--- config.mk ---
export PLATFORM = sky130hd
export DESIGN_NAME = full_adder_1bit
export DESIGN_NICKNAME = d
export VERILOG_FILES = /design/src/rtl/full_adder_1bit.sv
export SDC_FILE = /design/constraint.sdc
export NUM_CORES = 1
export LEC_CHECK = 0
export ABC_AREA = 1
export CAP_MARGIN = 20
export CORE_AREA = 3 3 40 42
export CTS_CLUSTER_DIAMETER = 100
export DETAILED_ROUTE_END_ITERATION = 10
export DIE_AREA = 0 0 43 45
export PLACE_DENSITY_LB_ADDON = 0.25
export SKIP_LAST_GASP = 1
export SYNTH_ARGS = -nofsm -noshare
export SYNTH_HDL_FRONTEND = slang
export SYNTH_SLANG_ARGS = --single-unit
--- constraint.sdc ---
create_clock -name clk -period 1 [get_ports clk]
set_clock_uncertainty 0.2 [all_clocks]
set_input_delay 0.15 -clock clk [delete_from_list [all_inputs] [get_ports clk]]
set_output_delay 0.15 -clock clk [all_outputs]
set_load 0.02 [all_outputs]
--- src/rtl/full_adder_1bit.sv ---
// -----------------------------------------------------------------------------
// full_adder_1bit
//   Registered 1-bit full adder. It computes {cout,sum} = s0 + s1 + carry-in
//   and is used as the leaf arithmetic cell of ripple-carry and bit-serial
//   datapaths.
//
// Parameters
//   REG_OUT  1: sum/cout/out_valid are registered, with a latency of 1 clk.
//            0: sum/cout/out_valid are combinational, with zero latency.
//   RST_SUM  Value that sum takes during reset (0 or 1).
//
// Optional build macro
//   FULL_ADDER_SERIAL_CARRY_EN
//     Adds the 'serial' and 'first' inputs and an internal carry register.
//     This supports LSB-first bit-serial addition. The macro is undefined by
//     default, and then cin is always used as the carry-in.
//
// Ports
//   clk        in   system clock, rising edge
//   rst_n      in   asynchronous reset, active low
//   s0, s1     in   operand bits A and B
//   cin        in   carry-in
//   in_valid   in   operands are valid this cycle
//   serial     in   (macro only) use the internal carry register instead of cin
//   first      in   (macro only) force the carry-in to cin for this bit (LSB)
//   sum        out  s0 ^ s1 ^ carry-in
//   cout       out  majority(s0, s1, carry-in)
//   out_valid  out  sum/cout hold a fresh result
// -----------------------------------------------------------------------------
module full_adder_1bit #(
  parameter int REG_OUT = 1,
  parameter int RST_SUM = 0
) (
  input  logic clk,
  input  logic rst_n,
  input  logic s0,
  input  logic s1,
  input  logic cin,
  input  logic in_valid,
`ifdef FULL_ADDER_SERIAL_CARRY_EN
  input  logic serial,
  input  logic first,
`endif
  output logic sum,
  output logic cout,
  output logic out_valid
);

  localparam logic RST_SUM_BIT = 1'(RST_SUM);

  logic carry_used;
  logic sum_next;
  logic cout_next;

`ifdef FULL_ADDER_SERIAL_CARRY_EN
  // The carry register links consecutive bits of a serial word. On the LSB
  // ('first'), the register is bypassed so that a stale carry from the
  // previous word is not folded in.
  logic carry_reg;

  always_ff @(posedge clk or negedge rst_n) begin
    if (!rst_n) begin
      carry_reg <= 1'b0;
    end else if (in_valid) begin
      carry_reg <= cout_next;
    end
  end

  always_comb begin
    carry_used = cin;
    if (serial && !first) begin
      carry_used = carry_reg;
    end
  end
`else
  always_comb begin
    carry_used = cin;
  end
`endif

  // Full-adder equations.
  always_comb begin
    sum_next  = s0 ^ s1 ^ carry_used;
    cout_next = (s0 & s1) | (s0 & carry_used) | (s1 & carry_used);
  end

  generate
    if (REG_OUT != 0) begin : g_reg_out
      logic sum_reg;
      logic cout_reg;
      logic valid_reg;

      // The result registers load only on in_valid. This means X values on
      // idle inputs never reach the held sum/cout.
      always_ff @(posedge clk or negedge rst_n) begin
        if (!rst_n) begin
          sum_reg   <= RST_SUM_BIT;
          cout_reg  <= 1'b0;
          valid_reg <= 1'b0;
        end else begin
          valid_reg <= in_valid;
          if (in_valid) begin
            sum_reg  <= sum_next;
            cout_reg <= cout_next;
          end
        end
      end

      assign sum       = sum_reg;
      assign cout      = cout_reg;
      assign out_valid = valid_reg;
    end else begin : g_comb_out
      assign sum       = sum_next;
      assign cout      = cout_next;
      assign out_valid = in_valid;
    end
  endgenerate

endmodule

==> results.sh <==
export IMPL_end_kind="output pin"
export IMPL_avgRoutedWirePerCell_um=7.450
export IMPL_gp_congestion=0.6012
export IMPL_rsz0062_at_grt="yes"
export IMPL_clkSinkCount=3
export IMPL_die_w_um=43
export IMPL_grt_first_pass_wirelength_um=510
export IMPL_worstRegToRegCells=3
export IMPL_drt_antenna_violating_nets=0
export IMPL_fin_crit_ns=1.093
export IMPL_die_y_um=45
export IMPL_clockBufferDepth=2
export IMPL_syn_inst=11
export IMPL_crit_buf_inv=1
export IMPL_synthesis_area_um2=121.4
export IMPL_cts_buffers=3
export IMPL_dieArea_um2=1935
export IMPL_critPathLaunchType="register"
export IMPL_final_core_util=0.1947
export IMPL_violations="hold timing, setup timing"
export IMPL_io_buffers=8
export IMPL_first_global_vias=160
export IMPL_yosysTopAreaCell="dfrtp_1"
export IMPL_worst_slew_pin_slew_ns=0.1421
export IMPL_path_clk_slew_ns=0.04
export IMPL_slew_headroom=0.9050
export IMPL_fin_nets=33
export IMPL_vdd_drop_max_uv=263.3
export IMPL_pin_count=9
export IMPL_fin_cells=40
export IMPL_layout_commonest_cell="nand2_1"
export IMPL_cts_tree="done"
export IMPL_setup_violations=3
export IMPL_htreeDepth=1
export IMPL_required_ns=0.65
export IMPL_crit_family="flip-flops"
export IMPL_drv_cap=0
export IMPL_finalPower_uw=446.1
export IMPL_clk_latency_ns=0.23
export IMPL_start_util=0.09445
export IMPL_max_stage_delay_ns=0.38
export IMPL_ys_seq_area_frac=0.6186
export IMPL_dp_cells=34
export IMPL_fmax_mhz=915.3
export IMPL_nFillCells=145
export IMPL_finalCritPeriodShare=1.093
export IMPL_num_vias=116
export IMPL_finalHoldViolCount=3
export IMPL_grt_ovfl_total=0
export IMPL_crit_path_cell_trace="buf_6"
export IMPL_setup_slack_ns=-0.09256
export IMPL_synth_cell_types=4
export IMPL_grt_max_degree=5
export IMPL_crit_cells=1
export IMPL_rows=13
export IMPL_drc=0
export IMPL_post_synth_top_area_fraction=0.6186
export IMPL_synth_nets=18
export IMPL_drt_first_iter_violations=0
export IMPL_vias_per_cell=2.900
export IMPL_layout_drive_gt1_share=0.4400
export IMPL_whs_ns=-0.09777
export IMPL_power_density_nw_per_um2=1783
export IMPL_dr_pass1_iters=1
export IMPL_status="finished with violations"
export IMPL_crit_type="reg -> out"
export IMPL_root_buffer="clkbuf_4"
export IMPL_avgSynthCellArea_um2=11.03
export IMPL_synth_yosys_warnings=0
export IMPL_antenna_cells=0
export IMPL_hp_class="in -> async"
export IMPL_crit_path_top_delay_cell="dfrtp_1"
export IMPL_core_area_um2=1285
export IMPL_syn2layout_area_growth_pct=106.2
export IMPL_wirelength_um=298
export IMPL_cp_max_fo=2
export IMPL_cp_arrival_ns=0.74
export IMPL_grtUsageTotal=0.04674
export IMPL_power_leakage_uw=0.0001294
export IMPL_ys_ff_latch=3
export IMPL_slew_viol_final=0
export IMPL_synth_area_top_cells="dfrtp_1 62%, nand2_1 19%, fa_1 16%, inv_1 3.1%"
export IMPL_mostFrequentLayoutCells="6 x nand2_1, 3 x clkbuf_4, 3 x dfrtp_1, 3 x clkbuf_2, 3 x buf_6"
export IMPL_antenna_found_initial=0
==> cell type report <==
| cell class | instances | area, um2 | area share |
|---|---|---|---|
| Multi-Input combinational cell | 7 | 42.54 | 0.1700 |
| Tap cell | 15 | 18.77 | 0.07500 |
| Sequential cell | 3 | 75.07 | 0.3000 |
| Clock buffer | 4 | 26.28 | 0.1050 |
| Timing Repair Buffer | 10 | 83.83 | 0.3350 |
| Inverter | 1 | 3.754 | 0.01500 |
==> cells in the mapped netlist (all sizes together) <==
library cell  n
fa            1
nand2         6
inv           1
dfrtp         3
==> per-stage QoR <==
step	setup WS, ns	setup TNS [ns]	cell area [um2]
after floorplan	-0.01474	-0.01474	121.4
after detailed placement	-0.4924	-1.757	220.2
after global placement	-0.4879	-1.723	220.2
after CTS	-0.1086	-0.2972	265.3
after global routing	-0.1250	-0.3528	250.2
final	-0.09256	-0.2552	250.2
==> layer usage <==
layer	GRT usage	up-vias	part of all wire
met1	0.03641	48	0.41
li1	-	60	-
met3	0.04781	0	0.19
met4	0.07229	0	0
met5	0	-	0
met2	0.05090	8	0.40
==> cell families after synthesis <==
group | share of synthesized area
simple gates | 0.1856
fa+ha+maj | 0.1650
buf+inv | 0.03090
flops | 0.6185
==> worst register-to-register path: cells and delay by family (launching register included) <==
family        cells  cell delay (ns)
buf+inv           1             0.13
flops             1             0.38
simple gates      2             0.09
==> final timing paths <==
kind                                  start          endpoint  slack, ns
setup reg to reg           cout$_DFFE_PN0P_  cout$_DFFE_PN0P_       0.09
min in group clk                        cin   sum$_DFFE_PN0P_       0.08
max in group asynchronous             rst_n  cout$_DFFE_PN0P_       0.55
hold reg to reg             sum$_DFFE_PN0P_   sum$_DFFE_PN0P_       0.38
setup / recovery           cout$_DFFE_PN0P_              cout      -0.09
hold / removal                        rst_n   sum$_DFFE_PN0P_       -0.1
==> what timing repair did <==
| action | in CTS | in global routing |
|---|---|---|
| endpoints found under the setup margin | 5 | 5 |
| pin swaps | 1 | 1 |
| endpoints found under the hold margin | 3 | 3 |
| cloned | 0 | 0 |
| resized for setup | 24 | 3 |
| setup buffers | 2 | 0 |
==> power breakdown <==
part           internal, uW  leakage (uW)  switching (uW)
Sequential              135     0.0000360            7.81
Clock                   149     0.0000150            60.3
Combinational          54.4     0.0000784            39.4
Note: power is estimated with default switching activity, not from simulation.
